### config.mk
export PLATFORM = sky130hd
export DESIGN_NAME = multicycle_sequencer
export DESIGN_NICKNAME = d
export VERILOG_FILES = /design/src/rtl/multicycle_sequencer.sv
export SDC_FILE = /design/constraint.sdc
export NUM_CORES = 1
export LEC_CHECK = 0
export CAP_MARGIN = 25
export CORE_MARGIN = 3
export CORE_UTILIZATION = 55
export CTS_BUF_LIST = sky130_fd_sc_hd__clkbuf_8
export DETAILED_ROUTE_END_ITERATION = 7
export DONT_BUFFER_PORTS = 1
export PLACE_DENSITY = 0.78
export SETUP_SLACK_MARGIN = 0.05
export SLEW_MARGIN = 30
export SYNTH_ARGS = -nofsm -noshare
export SYNTH_HDL_FRONTEND = slang
export SYNTH_SLANG_ARGS = --single-unit
### constraint.sdc
create_clock -name clock -period 2.36 [get_ports clock]
set_clock_uncertainty 0.2 [all_clocks]
set_input_delay 0.118 -clock clock [delete_from_list [all_inputs] [get_ports clock]]
set_output_delay 0.118 -clock clock [all_outputs]
set_load 0.01 [all_outputs]
### src/rtl/multicycle_sequencer.sv
// Multi-cycle control sequencer: steps fetch/decode/execute/memory/writeback for
// R-type, addi, sw and lw over req/ready memories, guarded by a wait watchdog.
module multicycle_sequencer #(
    parameter int TIMEOUT = 16,
    parameter int CNT_W   = 16
) (
    input  logic             clock,
    input  logic             reset,
    input  logic             start,
    input  logic             halt_req,
    input  logic [4:0]       opcode,
    input  logic [4:0]       alu_field,
    input  logic             mem_ready,
    output logic             imem_req,
    output logic             ir_we,
    output logic             pc_we,
    output logic             aluinb,
    output logic [4:0]       alu_op,
    output logic             dmem_req,
    output logic             dmem_we,
    output logic             rf_we,
    output logic             rdst,
    output logic             rwd,
    output logic             busy,
    output logic             error,
    output logic [1:0]       err_code,
    output logic [CNT_W-1:0] retired
);
    typedef enum logic [2:0] {
        S_IDLE, S_FETCH, S_DECODE, S_EXEC, S_MEM, S_WB, S_ERROR
    } state_t;

    localparam logic [4:0] OP_R    = 5'b00000;
    localparam logic [4:0] OP_ADDI = 5'b00101;
    localparam logic [4:0] OP_SW   = 5'b00111;
    localparam logic [4:0] OP_LW   = 5'b01000;

    localparam int WAIT_W = (TIMEOUT > 1) ? $clog2(TIMEOUT + 1) : 1;
    localparam logic [WAIT_W-1:0] WAIT_LAST = WAIT_W'((TIMEOUT > 0) ? TIMEOUT - 1 : 0);

    state_t            state, state_n;
    logic [4:0]        op_q, aluf_q;
    logic [WAIT_W-1:0] wait_cnt;
    logic              halt_pend;
    logic              waiting, timeout_hit, stop, retire, set_err;
    logic [1:0]        err_n;
    logic              imm_sel;
    logic [4:0]        exec_op;

    assign waiting     = ((state == S_FETCH) || (state == S_MEM)) && !mem_ready;
    assign timeout_hit = (TIMEOUT > 0) && waiting && (wait_cnt == WAIT_LAST);
    // A halt pulse seen anywhere inside an instruction is remembered until its boundary.
    assign stop        = halt_req || halt_pend;
    assign imm_sel     = (op_q != OP_R);
    assign exec_op     = (op_q == OP_R) ? aluf_q : 5'd0;
    assign busy        = (state != S_IDLE);

    always_comb begin
        state_n  = state;
        imem_req = 1'b0;
        ir_we    = 1'b0;
        pc_we    = 1'b0;
        aluinb   = 1'b0;
        alu_op   = 5'd0;
        dmem_req = 1'b0;
        dmem_we  = 1'b0;
        rf_we    = 1'b0;
        rdst     = 1'b0;
        rwd      = 1'b0;
        retire   = 1'b0;
        set_err  = 1'b0;
        err_n    = 2'b00;
        case (state)
            S_IDLE: begin
                if (start && !halt_req) state_n = S_FETCH;
            end
            S_FETCH: begin
                imem_req = 1'b1;
                if (mem_ready) begin
                    ir_we   = 1'b1;
                    pc_we   = 1'b1;
                    state_n = S_DECODE;
                end else if (timeout_hit) begin
                    state_n = S_ERROR;
                    set_err = 1'b1;
                    err_n   = 2'b10;
                end
            end
            S_DECODE: begin
                if (opcode == OP_R || opcode == OP_ADDI || opcode == OP_SW || opcode == OP_LW) begin
                    state_n = S_EXEC;
                end else begin
                    state_n = S_ERROR;
                    set_err = 1'b1;
                    err_n   = 2'b01;
                end
            end
            S_EXEC: begin
                aluinb  = imm_sel;
                alu_op  = exec_op;
                state_n = (op_q == OP_SW || op_q == OP_LW) ? S_MEM : S_WB;
            end
            S_MEM: begin
                aluinb   = imm_sel;
                alu_op   = exec_op;
                dmem_req = 1'b1;
                dmem_we  = (op_q == OP_SW);
                if (mem_ready) begin
                    if (op_q == OP_SW) begin
                        retire  = 1'b1;
                        state_n = stop ? S_IDLE : S_FETCH;
                    end else begin
                        state_n = S_WB;
                    end
                end else if (timeout_hit) begin
                    state_n = S_ERROR;
                    set_err = 1'b1;
                    err_n   = 2'b10;
                end
            end
            S_WB: begin
                aluinb  = imm_sel;
                alu_op  = exec_op;
                rf_we   = 1'b1;
                rdst    = (op_q == OP_R);
                rwd     = (op_q == OP_LW);
                retire  = 1'b1;
                state_n = stop ? S_IDLE : S_FETCH;
            end
            S_ERROR: begin
                state_n = S_ERROR;
            end
            default: begin
                state_n = S_IDLE;
            end
        endcase
    end

    always_ff @(posedge clock or posedge reset) begin
        if (reset) begin
            state     <= S_IDLE;
            op_q      <= 5'd0;
            aluf_q    <= 5'd0;
            wait_cnt  <= '0;
            halt_pend <= 1'b0;
            error     <= 1'b0;
            err_code  <= 2'b00;
            retired   <= '0;
        end else begin
            state <= state_n;
            if (state == S_DECODE) begin
                op_q   <= opcode;
                aluf_q <= alu_field;
            end
            if (waiting && (state_n == state)) wait_cnt <= wait_cnt + 1'b1;
            else                               wait_cnt <= '0;
            if (retire)                                          halt_pend <= 1'b0;
            else if (halt_req && busy && (state != S_ERROR))     halt_pend <= 1'b1;
            if (set_err) begin
                error    <= 1'b1;
                err_code <= err_n;
            end
            if (retire) retired <= retired + 1'b1;
        end
    end
endmodule

======== Word level (Yosys, flattened, before mapping) ========
Cells that the tools add are included.
operators by class
  $add $sub $neg .......................... 2
  equality and inequality tests ........... 14
  multiplexer cells ....................... 34
  reduce and logical (&&, ||, !) cells .... 22
operator list
  cell                   count
  $pmux 3 s7             1
  $mux 1                 19
  $mux 3                 6
  $add 16x1->16 const B  1
  $eq 5x3->1 const B     3
  $eq 5x4->1 const B     3
  $mux 5                 3
  $logic_not 5->1        2
  $eq 3x3->1 const B     3
  $eq 3x2->1 const B     2
  $logic_and 1x1->1      6
  $logic_or 1x1->1       6
  $add 5x1->5 const B    1
  $reduce_bool 5->1      1
  $mux 2                 2
  $pmux 1 s2             2
  $pmux 2 s2             1
  $eq 3x1->1 const B     1
  $eq 3x3->1             1
  $logic_not 3->1        1
  $ne 3x3->1 const B     1
  $reduce_bool 3->1      1
  $reduce_or 3->1        1
  $logic_not 1->1        2
  other kinds (2)        2
storage, ports and cells
  flip-flop bits (word level) ............. 38
  input port bits ......................... 15
  output and inout port bits .............. 34
  logic and storage cells ................. 80

======== Longest topological paths before layout ========
  word-level depth ........................ 10
  mapped depth ............................ 7
  depth with buffers taken out ............ 7

======== Worst setup path after synthesis ========
Ideal clock, no wire load.
  path kind ............................... reg2reg
  from .................................... register wait_cnt[0]
  to ...................................... register error
  setup time .............................. 132 ps
  data arrival time ....................... 1481 ps
  data required time ...................... 2028 ps
  slack ................................... 547 ps
  cell stages (with the launch flop) ...... 7
  path buffers ............................ 0
  clock period less this slack ............ 1813 ps
  cell sequence ........................... dfrtp_1 > ha_1 > and3_1 > ha_1 > nor2b_1 > nand2_1 > or3b_1
on the way
  cells in the longest elaborated chain, start to end .. 5
ends and longest elaborated chain
  element                 RTL line  text
  from (decl)             43        logic [WAIT_W-1:0] wait_cnt;
  from (signal assigned)  155       if (waiting && (state_n == state)) wait_cnt <= wait_cnt + 1'b1;
  $eq 5x4->1              51        assign timeout_hit = (TIMEOUT > 0) && waiting && (wait_cnt == WAIT_LAST);
  $logic_and 1x1->1       51
  $mux 1                  83, 115
  $mux 1                  108       if (mem_ready) begin
  $pmux 1 s2              73        case (state)
  to (signal assigned)    146       error <= 1'b0;
  to (signal assigned)    160       error <= 1'b1;
  to (decl)               25        output logic error,
No other way between the ends.
A chain may end at the register's enable or synchronous reset.

======== Worst setup path after layout ========
  from .................................... register state[1]
  to ...................................... output alu_op[3]
on the way
  cells in the longest elaborated chain, start to end .. 3
  elaborated cells between the ends (all ways) .. 5
  classes of those cells .................. eq/ne (3); mux (1); reduce/logical (1)
ends and longest elaborated chain
  element                                          RTL line  text
  from (decl)                                      41        state_t state, state_n;
  from (signal assigned)                           150       state <= state_n;
  $eq 3x3->1 / $eq 3x2->1 (equally long branches)  73
  $reduce_or 3->1 (no source line) (*)             --
  $mux 5 (*)                                       73
  to (decl)                                        18        output logic [4:0] alu_op,
Every way passes the cells marked *; elsewhere a longest branch is shown, timed or not.

==> results.json <==
{
  "status": "completed",
  "initial_core_util": 0.600,
  "drt_iter0_drc": 62,
  "worstMarginPinSlew_ns": 0.716,
  "synthArstFlopShare": 1.00,
  "p_sw_mw": 0.804,
  "numPortBuffers": 0,
  "hold_class": "in -> reg",
  "vias": 1360,
  "globalRoute.totalOverflow": 0,
  "syn_nets": 197,
  "seq_area_um2": 951,
  "antenna_found_initial": 0,
  "slew_headroom": 0.522,
  "p_leak_nw": 1.02,
  "synth_common_cells": "38 x dfrtp_1, 16 x nor2_1, 15 x xor2_1",
  "ys_ff_latch": 38,
  "fmax_ghz": 0.486,
  "fin_hold_ws_ns": 0.0327,
  "seq_power_share": 0.463,
  "worst-path-buf-inv": 0,
  "multiInputGateArea_um2": 891,
  "drive_above_1_share": 0.143,
  "period_minus_slack_ns": 2.06,
  "r2r_cells": 4,
  "synth_top_area_frac": 0.494,
  "slowest_delay_ns": 0.52,
  "worstPathCellList": "and2b_4, a21oi_1, nor2_1, and2_1",
  "grt_max_degree": 39,
  "slew_violations": 0,
  "r2r_setup_slack_ns": 0.35,
  "path_clk_slew_ns": 0.07,
  "die_h_um": 65.1,
  "fillers": 258,
  "drtPass1Iterations": 4,
  "io-pin-count": 49,
  "power_density_mw_per_mm2": 1010,
  "cp_num_cells": 4,
  "dp_hpwl_um": 2770,
  "start_kind": "register",
  "cts_tree": "done",
  "antenna_left": 0,
  "hold_viol": 0,
  "diodes": 0,
  "clockBufferDepth": 2,
  "coreArea_mm2": 0.00320,
  "maxCapViolations": 0,
  "fp.dieArea_mm2": 0.00424,
  "grt_pass1_wl_um": 6620,
  "r2r-end": "retired[1]",
  "cts.sinks": 38,
  "crit_type": "reg -> out",
  "place_congestion": 0.889,
  "fin_setup_tns_ns": 0,
  "cts_post_setup_buffers_inserted": 0,
  "power.internal_mw": 1.42,
  "crit_required_ns": 2.04,
  "setup_slack_ns": 0.302,
  "swShare": 0.362,
  "rsz0062_at_grt": "false",
  "grt_util_all_layers": 0.206,
  "synth_most_common_cell": "dfrtp_1",
  "syn_to_final_growth_pct": 14.1,
  "crit_arrival_ns": 1.74,
  "hold_buffers": 14,
  "combPwrFrac": 0.293,
  "die_w_um": 65.1,
  "stdcell_count": 240,
  "synth_ff_type": "dfrtp_1",
  "cts-htree-levels": 2,
  "ir_worst_vdd_mv": 0.694,
  "r2r_start": "op_q[2]",
  "totalWireLength_um": 3960,
  "end_kind": "output pin",
  "placed_area_mm2": 0.00195,
  "remaining_drc_errors": 0,
  "startpoint": "state[1]",
  "synth_area_per_cell_um2": 10.7,
  "synth-edff-count": 0,
  "synth_area_leaders": "dfrtp_1 49%, xor2_1 6.8%, mux2_2 6.4%",
  "cp_max_fo": 13,
  "numCtsBuffers": 5,
  "num_rows": 20,
  "yosys.area.top_type": "dfrtp_1",
  "seq_area_frac_synth": 0.494,
  "clk_latency_ns": 0.30,
  "dp_cells": 218,
  "synth.distinct_cells": 43,
  "period_share": 0.872,
  "root_buffer": "clkbuf_8",
  "cp-endpoint": "alu_op[3]",
  "avgViaCountPerCell": 5.67,
  "crit_path_top_delay_cell": "dfrtp_1",
  "crit_family": "simple AND/OR/NAND/NOR gates",
  "synth_warnings": 0,
  "setup_violations": 0,
  "p_clk_frac": 0.244,
  "design_area_mm2": 0.00219,
  "wl_per_cell_um": 16.5,
  "synthCells": 179,
  "grt_pass1_vias": 1418,
  "syn_area_mm2": 0.00192,
  "ctsResizeCount": 0,
  "dpl_worst_slack_ns": 0.391,
  "final_nets": 213
}
==> kinds of logic after synthesis <==
kind of cell,synth area share
AOI/OAI and AO/OA,0.0644
and+or+nand+nor,0.233
DFF,0.494
muxes,0.0644
xor gates and xnor gates,0.0820
buffers and inverters,0.0423
adders and majority gates,0.0195
==> worst min-delay path: cells and delay by family <==
kind	cells	cell delay [ns]
AO/OA/AOI/OAI	3	0.36
==> layer usage <==
layer	part of all wire	vias to the layer above	track usage
met3	0.065	9	0.0632
li1	-	657	-
met1	0.44	646	0.248
met4	0.026	0	0.106
met2	0.47	48	0.333
met5	0	-	0
==> state kept, by name, indices dropped and copies added, names as in the netlist <==
| name | flops |
|---|---|
| retired | 16 |
| aluf_q | 5 |
| op_q | 5 |
| state | 3 |
| error | 1 |
| wait_cnt | 5 |
| err_code | 2 |
| halt_pend | 1 |
==> how the worst min path moves through the flow <==
stage	startpoint	end	slack (ns)	cells after the start
2_1_floorplan	alu_field[0]	aluf_q[0]	0.07	1
3_3_place_gp	reset	retired[10]	-0.06	2
3_5_place_dp	reset	aluf_q[1]	-0.05	2
4_1_cts	mem_ready	state[0]	0.03	3
5_1_grt	mem_ready	state[0]	0.05	3
6_report	mem_ready	state[0]	0.03	3
==> placed cells by master (no fill, tap or decap), types with 4 or more instances in the layout <==
cell type,count
nor2_1,16
nand2_1,9
mux2_2,11
dlygate4sd3_1,14
xor2_1,15
a21oi_1,6
and2_1,5
and3_1,4
dfrtp_1,38
nand4_1,4
inv_1,9
clkbuf_8,5
nand3_1,5
nor3_1,6
==> per-stage QoR <==
step / utilization / total power, mW
global route: 0.685 / 2.35
global placement: 0.607 / 1.62
CTS: 0.685 / 2.23
floorplan: - / 1.55
detailed placement: 0.607 / 1.66
finish: 0.685 / 2.22
==> layout make-up <==
cell class	count	share of cell area
multi-input cells	125	0.406
repair buffers	16	0.0707
clock buffers	5	0.0314
flip-flops and latches	38	0.433
inverters	9	0.0154
well taps	44	0.0251
clock inverters	3	0.0182
==> power by group through the flow <==
| stage | Combinational, mW | Clock [mW] | Sequential, mW |
|---|---|---|---|
| 2_1_floorplan | 0.607 | 0 | 0.943 |
| 3_3_place_gp | 0.604 | 0 | 1.01 |
| 3_5_place_dp | 0.628 | 0 | 1.04 |
| 4_1_cts | 0.649 | 0.553 | 1.02 |
| 5_1_grt | 0.722 | 0.579 | 1.05 |
| 6_report | 0.651 | 0.542 | 1.03 |
(Power assumes the default switching activity.)
